[config.mk]
export PLATFORM = sky130hd
export DESIGN_NAME = scratch_ram_arbiter_flat
export DESIGN_NICKNAME = d
export VERILOG_FILES = /design/src/rtl/scr_arb_pkg.sv /design/src/rtl/scratch_ram_arbiter_if.sv /design/src/rtl/arb_starve_counter.sv /design/src/rtl/scratch_ram_arbiter.sv /design/src/flat_wrapper.sv
export SDC_FILE = /design/constraint.sdc
export NUM_CORES = 1
export LEC_CHECK = 0
export ABC_AREA = 1
export CORE_MARGIN = 2
export CORE_UTILIZATION = 40
export CTS_BUF_LIST = sky130_fd_sc_hd__clkbuf_4 sky130_fd_sc_hd__clkbuf_8
export DETAILED_ROUTE_END_ITERATION = 6
export PLACE_DENSITY = 0.85
export SETUP_SLACK_MARGIN = 0.05
export SYNTH_ARGS = -nofsm -noshare
export SYNTH_HDL_FRONTEND = slang
export SYNTH_SLANG_ARGS = --single-unit
[constraint.sdc]
create_clock -name clk -period 3 [get_ports clk]
set_input_delay 0.3 -clock clk [delete_from_list [all_inputs] [get_ports clk]]
set_output_delay 0.3 -clock clk [all_outputs]
set_load 0.1 [all_outputs]
[src/rtl/scr_arb_pkg.sv]
// Shared types and default sizes for the scratch RAM arbiter slice.
//   arb_state_t : arbiter FSM state (IDLE = CPU owns the RAM port, XFER = DMA burst beat)
//   *_DEF       : default address / data / burst-length widths and starvation limit
//   cnt_width() : bit width needed to hold 0..max_val (at least 1 bit)
package scr_arb_pkg;

  typedef enum logic {
    IDLE = 1'b0,
    XFER = 1'b1
  } arb_state_t;

  localparam int ADDR_W_DEF   = 8;
  localparam int DATA_W_DEF   = 10;
  localparam int LEN_W_DEF    = 4;
  localparam int MAX_WAIT_DEF = 7;

  function automatic int cnt_width(input int max_val);
    return (max_val < 1) ? 1 : $clog2(max_val + 1);
  endfunction

endpackage

[src/rtl/scratch_ram_arbiter_if.sv]
// Bus bundle between the EX-stage scratch port, the DMA/debug port and SCRATCH_RAM.
//   CPU side : cpu_we, cpu_re, cpu_addr, cpu_wdata -> arbiter; cpu_rdata, cpu_stall <- arbiter
//   DMA side : dma_req, dma_we, dma_addr, dma_len, dma_wdata -> arbiter;
//              dma_gnt, dma_rdata, dma_rvalid, dma_done <- arbiter
//   RAM side : ram_we, ram_addr, ram_wdata <- arbiter; ram_rdata -> arbiter
// Handshake: the DMA raises dma_req (level) with dma_we/dma_addr/dma_len stable and holds it
// until it sees its first dma_gnt; every cycle with dma_gnt=1 is one executed beat (write
// data taken from dma_wdata that same cycle), read data appears on dma_rdata with
// dma_rvalid one cycle after its beat, and dma_done pulses the cycle after the last beat.
// A CPU access seeing cpu_stall=1 was not performed and must be held for the next cycle.
// Modports: slave = arbiter view, master = surrounding system view.
interface scratch_ram_arbiter_if
  import scr_arb_pkg::*;
#(
  parameter int ADDR_W = ADDR_W_DEF,
  parameter int DATA_W = DATA_W_DEF,
  parameter int LEN_W  = LEN_W_DEF
);
  logic              cpu_we;
  logic              cpu_re;
  logic [ADDR_W-1:0] cpu_addr;
  logic [DATA_W-1:0] cpu_wdata;
  logic [DATA_W-1:0] cpu_rdata;
  logic              cpu_stall;

  logic              dma_req;
  logic              dma_we;
  logic [ADDR_W-1:0] dma_addr;
  logic [LEN_W-1:0]  dma_len;
  logic [DATA_W-1:0] dma_wdata;
  logic              dma_gnt;
  logic [DATA_W-1:0] dma_rdata;
  logic              dma_rvalid;
  logic              dma_done;

  logic              ram_we;
  logic [ADDR_W-1:0] ram_addr;
  logic [DATA_W-1:0] ram_wdata;
  logic [DATA_W-1:0] ram_rdata;

  modport slave (
    input  cpu_we, cpu_re, cpu_addr, cpu_wdata,
    output cpu_rdata, cpu_stall,
    input  dma_req, dma_we, dma_addr, dma_len, dma_wdata,
    output dma_gnt, dma_rdata, dma_rvalid, dma_done,
    output ram_we, ram_addr, ram_wdata,
    input  ram_rdata
  );

  modport master (
    output cpu_we, cpu_re, cpu_addr, cpu_wdata,
    input  cpu_rdata, cpu_stall,
    output dma_req, dma_we, dma_addr, dma_len, dma_wdata,
    input  dma_gnt, dma_rdata, dma_rvalid, dma_done,
    input  ram_we, ram_addr, ram_wdata,
    output ram_rdata
  );

endinterface

[src/rtl/arb_starve_counter.sv]
// Saturating count of cycles a pending DMA request has lost to the CPU.
//   clk, rst : clock, synchronous active-high reset
//   inc      : DMA lost arbitration this cycle (count up, sticks at MAX_WAIT)
//   clr      : request granted or withdrawn (back to 0; wins over inc)
//   at_max   : count has reached MAX_WAIT (always 1 when MAX_WAIT = 0)
module arb_starve_counter
  import scr_arb_pkg::*;
#(
  parameter int MAX_WAIT = MAX_WAIT_DEF
) (
  input  logic clk,
  input  logic rst,
  input  logic inc,
  input  logic clr,
  output logic at_max
);
  localparam int            CW    = cnt_width(MAX_WAIT);
  localparam logic [CW-1:0] MAX_V = CW'(MAX_WAIT);

  logic [CW-1:0] wait_cnt;

  always_ff @(posedge clk) begin
    if (rst || clr) begin
      wait_cnt <= '0;
    end else if (inc && (wait_cnt != MAX_V)) begin
      wait_cnt <= wait_cnt + CW'(1);
    end
  end

  assign at_max = (wait_cnt == MAX_V);

endmodule

[src/rtl/scratch_ram_arbiter.sv]
// Shares the single-port SCRATCH_RAM between the CPU execute stage (priority) and a
// DMA/debug port. A pending DMA request is forced through after MAX_WAIT lost cycles.
// A granted DMA runs address-incrementing beats (wrapping at ADDR_W); CPU accesses during
// a beat are stalled.
//   clk, rst  : clock, synchronous active-high reset (aborts a burst at once, gates RAM writes)
//   bus       : scratch_ram_arbiter_if.slave (CPU, DMA and RAM signals)
//   dbg_state : current FSM state
// Build option: SCR_ARB_BURST_EN defined -> bursts of dma_len+1 beats;
//               undefined -> every grant is a single beat and dma_len is ignored.
module scratch_ram_arbiter
  import scr_arb_pkg::*;
#(
  parameter int ADDR_W   = ADDR_W_DEF,
  parameter int DATA_W   = DATA_W_DEF,
  parameter int LEN_W    = LEN_W_DEF,
  parameter int MAX_WAIT = MAX_WAIT_DEF
) (
  input  logic                  clk,
  input  logic                  rst,
  scratch_ram_arbiter_if.slave  bus,
  output arb_state_t            dbg_state
);

  arb_state_t        state;
  logic [ADDR_W-1:0] cur_addr;
  logic              lat_we;
  logic [DATA_W-1:0] rdata_q;
  logic              rvalid_q;
  logic              done_q;

  logic cpu_access;
  logic in_xfer;
  logic grant;
  logic at_max;
  logic last_beat;

`ifdef SCR_ARB_BURST_EN
  logic [LEN_W-1:0] lat_len;
  logic [LEN_W-1:0] beat_cnt;
  assign last_beat = (beat_cnt == lat_len);
`else
  logic unused_len;
  assign unused_len = ^bus.dma_len;
  assign last_beat  = 1'b1;
`endif

  // A simultaneous write+read is a write, so only cpu_we reaches the RAM.
  assign cpu_access = bus.cpu_we | bus.cpu_re;
  assign in_xfer    = (state == XFER);
  assign grant      = !in_xfer && bus.dma_req && (!cpu_access || at_max);

  arb_starve_counter #(
    .MAX_WAIT (MAX_WAIT)
  ) u_starve (
    .clk    (clk),
    .rst    (rst),
    .inc    (!in_xfer && bus.dma_req && cpu_access && !grant),
    .clr    (in_xfer || !bus.dma_req || grant),
    .at_max (at_max)
  );

  // RAM port mux. rst gates the write strobe so a burst aborted by reset
  // writes nothing in the reset cycle itself.
  always_comb begin
    bus.ram_we    = 1'b0;
    bus.ram_addr  = bus.cpu_addr;
    bus.ram_wdata = bus.cpu_wdata;
    if (in_xfer) begin
      bus.ram_we    = lat_we && !rst;
      bus.ram_addr  = cur_addr;
      bus.ram_wdata = bus.dma_wdata;
    end else begin
      bus.ram_we    = bus.cpu_we && !rst;
    end
  end

  assign bus.cpu_rdata  = bus.ram_rdata;
  assign bus.cpu_stall  = in_xfer && cpu_access && !rst;
  assign bus.dma_gnt    = in_xfer && !rst;
  assign bus.dma_rdata  = rdata_q;
  assign bus.dma_rvalid = rvalid_q;
  assign bus.dma_done   = done_q;
  assign dbg_state      = state;

  always_ff @(posedge clk) begin
    if (rst) begin
      state    <= IDLE;
      cur_addr <= '0;
      lat_we   <= 1'b0;
      rdata_q  <= '0;
      rvalid_q <= 1'b0;
      done_q   <= 1'b0;
`ifdef SCR_ARB_BURST_EN
      lat_len  <= '0;
      beat_cnt <= '0;
`endif
    end else begin
      rvalid_q <= 1'b0;
      done_q   <= 1'b0;
      case (state)
        IDLE: begin
          if (grant) begin
            state    <= XFER;
            cur_addr <= bus.dma_addr;
            lat_we   <= bus.dma_we;
`ifdef SCR_ARB_BURST_EN
            lat_len  <= bus.dma_len;
            beat_cnt <= '0;
`endif
          end
        end
        XFER: begin
          cur_addr <= cur_addr + ADDR_W'(1);
          if (!lat_we) begin
            rdata_q  <= bus.ram_rdata;
            rvalid_q <= 1'b1;
          end
`ifdef SCR_ARB_BURST_EN
          beat_cnt <= beat_cnt + LEN_W'(1);
`endif
          if (last_beat) begin
            state  <= IDLE;
            done_q <= 1'b1;
          end
        end
        default: state <= IDLE;
      endcase
    end
  end

endmodule

[src/flat_wrapper.sv]
// flat-port wrapper written by rule: the top's interface ports become plain ports
module scratch_ram_arbiter_flat import scr_arb_pkg::*;
#(
  parameter int ADDR_W   = ADDR_W_DEF,
  parameter int DATA_W   = DATA_W_DEF,
  parameter int LEN_W    = LEN_W_DEF,
  parameter int MAX_WAIT = MAX_WAIT_DEF
)
  (clk, rst, dbg_state, bus_cpu_we, bus_cpu_re, bus_cpu_addr, bus_cpu_wdata, bus_cpu_rdata, bus_cpu_stall, bus_dma_req, bus_dma_we, bus_dma_addr, bus_dma_len, bus_dma_wdata, bus_dma_gnt, bus_dma_rdata, bus_dma_rvalid, bus_dma_done, bus_ram_we, bus_ram_addr, bus_ram_wdata, bus_ram_rdata);
  scratch_ram_arbiter_if #(.ADDR_W(ADDR_W), .DATA_W(DATA_W), .LEN_W(LEN_W)) bus_i ();
  input  logic clk;
  input  logic rst;
  output arb_state_t dbg_state;
  input wire logic [$bits(bus_i.cpu_we)-1:0] bus_cpu_we;
  input wire logic [$bits(bus_i.cpu_re)-1:0] bus_cpu_re;
  input wire logic [$bits(bus_i.cpu_addr)-1:0] bus_cpu_addr;
  input wire logic [$bits(bus_i.cpu_wdata)-1:0] bus_cpu_wdata;
  output wire logic [$bits(bus_i.cpu_rdata)-1:0] bus_cpu_rdata;
  output wire logic [$bits(bus_i.cpu_stall)-1:0] bus_cpu_stall;
  input wire logic [$bits(bus_i.dma_req)-1:0] bus_dma_req;
  input wire logic [$bits(bus_i.dma_we)-1:0] bus_dma_we;
  input wire logic [$bits(bus_i.dma_addr)-1:0] bus_dma_addr;
  input wire logic [$bits(bus_i.dma_len)-1:0] bus_dma_len;
  input wire logic [$bits(bus_i.dma_wdata)-1:0] bus_dma_wdata;
  output wire logic [$bits(bus_i.dma_gnt)-1:0] bus_dma_gnt;
  output wire logic [$bits(bus_i.dma_rdata)-1:0] bus_dma_rdata;
  output wire logic [$bits(bus_i.dma_rvalid)-1:0] bus_dma_rvalid;
  output wire logic [$bits(bus_i.dma_done)-1:0] bus_dma_done;
  output wire logic [$bits(bus_i.ram_we)-1:0] bus_ram_we;
  output wire logic [$bits(bus_i.ram_addr)-1:0] bus_ram_addr;
  output wire logic [$bits(bus_i.ram_wdata)-1:0] bus_ram_wdata;
  input wire logic [$bits(bus_i.ram_rdata)-1:0] bus_ram_rdata;
  assign bus_i.cpu_we = bus_cpu_we;
  assign bus_i.cpu_re = bus_cpu_re;
  assign bus_i.cpu_addr = bus_cpu_addr;
  assign bus_i.cpu_wdata = bus_cpu_wdata;
  assign bus_cpu_rdata = bus_i.cpu_rdata;
  assign bus_cpu_stall = bus_i.cpu_stall;
  assign bus_i.dma_req = bus_dma_req;
  assign bus_i.dma_we = bus_dma_we;
  assign bus_i.dma_addr = bus_dma_addr;
  assign bus_i.dma_len = bus_dma_len;
  assign bus_i.dma_wdata = bus_dma_wdata;
  assign bus_dma_gnt = bus_i.dma_gnt;
  assign bus_dma_rdata = bus_i.dma_rdata;
  assign bus_dma_rvalid = bus_i.dma_rvalid;
  assign bus_dma_done = bus_i.dma_done;
  assign bus_ram_we = bus_i.ram_we;
  assign bus_ram_addr = bus_i.ram_addr;
  assign bus_ram_wdata = bus_i.ram_wdata;
  assign bus_i.ram_rdata = bus_ram_rdata;
  scratch_ram_arbiter #(.ADDR_W(ADDR_W), .DATA_W(DATA_W), .LEN_W(LEN_W), .MAX_WAIT(MAX_WAIT)) u_core (.clk(clk), .rst(rst), .bus(bus_i), .dbg_state(dbg_state));
endmodule
==> results.md <==
* Static leakage at ~1.2 nW
* Worst-path maximum fanout at 11
* Die area at 0.00423 mm2
* Diodes inserted at 0
* Total wire length at approximately 3.7 mm
* Synth Net Count at 302
* Clk pwr share at roughly 21%
* Std cell rows at 22
* Unrepaired setup endpoints after global routing: false
* I/O Buffers at 95
* Slew Limit Fails at 0
* CTS tree: yes
* Worst Clk Skew at between 0.001 and 0.0015 ns
* Placer Congestion at 0.870
* Placed Cells at 368
* Yosys warns at 0
* Endpoints failing setup at 0
* Post-Syn Instances at between 200 and 250
* Logic pwr share at 41.9%
* Vias/cell at between 4 and 5
* DR iter-0 viols at 93
* Peak supply drop at about 0.22 mV
* Switch Pwr at about 390 uW
* Avg Synthesized Cell Area at 6.13 um2
* CTS Buf Count at 3
* Hold_buf cts at 0
* Top-level port count at 100
* # clock sinks at 25
* Largest net degree at the start of global routing at 25
* Switch share at a little over 40%
* Fin crit share at a little under three quarters
* Pwr/cell area at roughly 400 mW/mm2
* Hpwl dp at roughly 2.9 mm
* Cts repair resizes at 0
* Core area at ~0.0036 mm2
* Setup bufs post-CTS at 0
* Synth area leader: dfxtp_1
* Total number of vias at about 1,700
* All-Layer GR Usage at between 15 and 20%
* Gr ovfl total at 0
* Setup tns final at 0 ns
* Core Util, Final at about two thirds
* Area contributors post-synth: dfxtp_1, nand2_1, nor2_1, buf_4, inv_1
* Post-synth top cells: nand2_1, nor2_1, dfxtp_1
* Initial antenna violation count at 0
* #FFs+latches synth at 25
* Crit Path Category: in -> out
* Starting Density at between 40% and 50%
* Cell with the most instances after synthesis: nand2_1
* Post-DRT Antenna Nets at 0
* Max Cap Viol at 0
* F_max at 0.467 GHz
* Detailed-route wire length per cell at slightly below 10 um
* Worst-skew pair later-pin latency at between 0.2 and 0.3 ns
* Pin slew with the least headroom to its limit at around 0.98 ns
* Arr. time, crit path at 1.84 ns
* Rel. slew slack at approximately a third
* Flop pwr share at between 30% and 40%
* Mapped Area at around 0.0015 mm2
* Die H at between 60 and 70 um
* Area delta synth->final at 58.9%
* DRC errors left at 0
* Crit path capture type: primary output
* Final Hold Viols at 0
* Clock transition at path regs at 0.09 ns
* Die W at approximately 65 um
* Worst hold path type: reg -> reg
* Number of H-tree levels at 1
* Drt pass-1 iters at 4
* Hold Slack at ~0.42 ns
* Library cells used by synthesis at 21
* Sequential element share of the synthesized area at 33.6%
* Cell Count, Final, Fillers Out at roughly 370
* Total Power at ~950 uW
* First-pass GRT wire length at a little over 6 mm
* Clock buffer depth at 2
* CP startpoint kind: primary input
* WP data required at 2.70 ns
* Top-area cell type share of the netlist area at around a third
* Ys async rst share at 0%
* Post-synth EDFFs at 0
* Internal cell power at 559 uW
* Number of fill cells at between 300 and 400
* Status: finished clean
* Share of cells above drive strength 1 at around 16%
* Vias in the first global route at ~1,500
* CTS Root Cell: clkbuf_8
* Final nets at around 380
* Most used DFF post-synth: dfxtp_1
* Tmin final at between 2 and 2.5 ns
placed cells by master, fill, tap and decap left out:
cell              n
o21a_1            1
o21ai_1           2
nand2_4           1
clkinv_1          1
ha_1              3
buf_12            2
buf_4            36
nor2_2            2
a21oi_1           4
clkinv_2          1
o21ai_0          12
dfxtp_1          25
nand2_1          98
nand3_1          10
nand3b_1          4
o21bai_1          3
inv_2             3
nor3_2            1
clkbuf_8          3
clkdlybuf4s50_1  59
nand2_2           2
nor2_1           29
inv_1            22
power by group through the flow:
| stage | Sequential, mW | Combinational (mW) | Clock [mW] |
|---|---|---|---|
| final | 0.355 | 0.397 | 0.196 |
| after global routing | 0.357 | 0.417 | 0.213 |
| after CTS | 0.355 | 0.400 | 0.199 |
| after detailed placement | 0.363 | 0.399 | 0 |
| after global placement | 0.362 | 0.396 | 0 |
| after floorplan | 0.386 | 0.258 | 0 |
path summary, 6_finish.rpt:
path                          startpoint                          end  slack, ns  depth (start not counted)
min reg2reg  u_core.u_starve.wait_cnt[0]  u_core.u_starve.wait_cnt[0]       0.42                          1
min          u_core.u_starve.wait_cnt[0]  u_core.u_starve.wait_cnt[0]       0.42                          1
max                                  rst                   bus_ram_we       0.86                          5
max reg2reg             u_core.dbg_state           u_core.cur_addr[4]       1.25                          9
layer usage:
layer	GRT usage (%)	up-vias	wire, um
met4	3.91	0	34
met3	2.08	4	187
met5	0	-	0
li1	-	890	-
met2	34.0	56	1890
met1	21.0	742	1540
critical path, stage by stage:
cell and delay (ns):
clkdlybuf4s50_1 0.67, inv_2 0.17, o21ai_1 0.40, nor2_2 0.10, buf_12 0.20
metrics by stage:
| step | setup slack, ns | instance area [um2] |
|---|---|---|
| 2_1_floorplan | -0.0932 | 1500 |
| 3_3_place_gp | 0.861 | 2320 |
| 3_5_place_dp | 0.846 | 2320 |
| 4_1_cts | 0.848 | 2370 |
| 5_1_grt | 0.732 | 2370 |
| 6_report | 0.856 | 2370 |
final cells by class:
cell class                 count  area (um2)  area share (%)
inverter                      26        97.6            4.12
clock buffer                   3        41.3            1.75
clock inverter                 1        5.00           0.212
sequential                    25         500            21.2
tap                           48        60.1            2.54
multi-input combinational    172         761            32.2
timing repair buffer          97         901            38.1
state kept, by name, summed over array words and instances, names as in the netlist:
signal	flops
u_core.bus.dma_rdata	10
u_core.bus.dma_rvalid	1
u_core.bus.dma_done	1
u_core.dbg_state	1
u_core.lat_we	1
u_core.cur_addr	8
u_core.u_starve.wait_cnt	3
cells by family (layout without fill, tap and decap cells):
family                   Yosys count  after routing  share of synthesized area (%)
AO/OA/AOI/OAI                     22             22                           8.07
adder cells (fa/ha/maj)            3              3                           2.52
buffers and inverters             46            127                           16.0
flip-flops                        25             25                           33.6
AND/OR/NAND/NOR                  147            147                           39.8
Note: power is estimated with default switching activity, not from simulation.
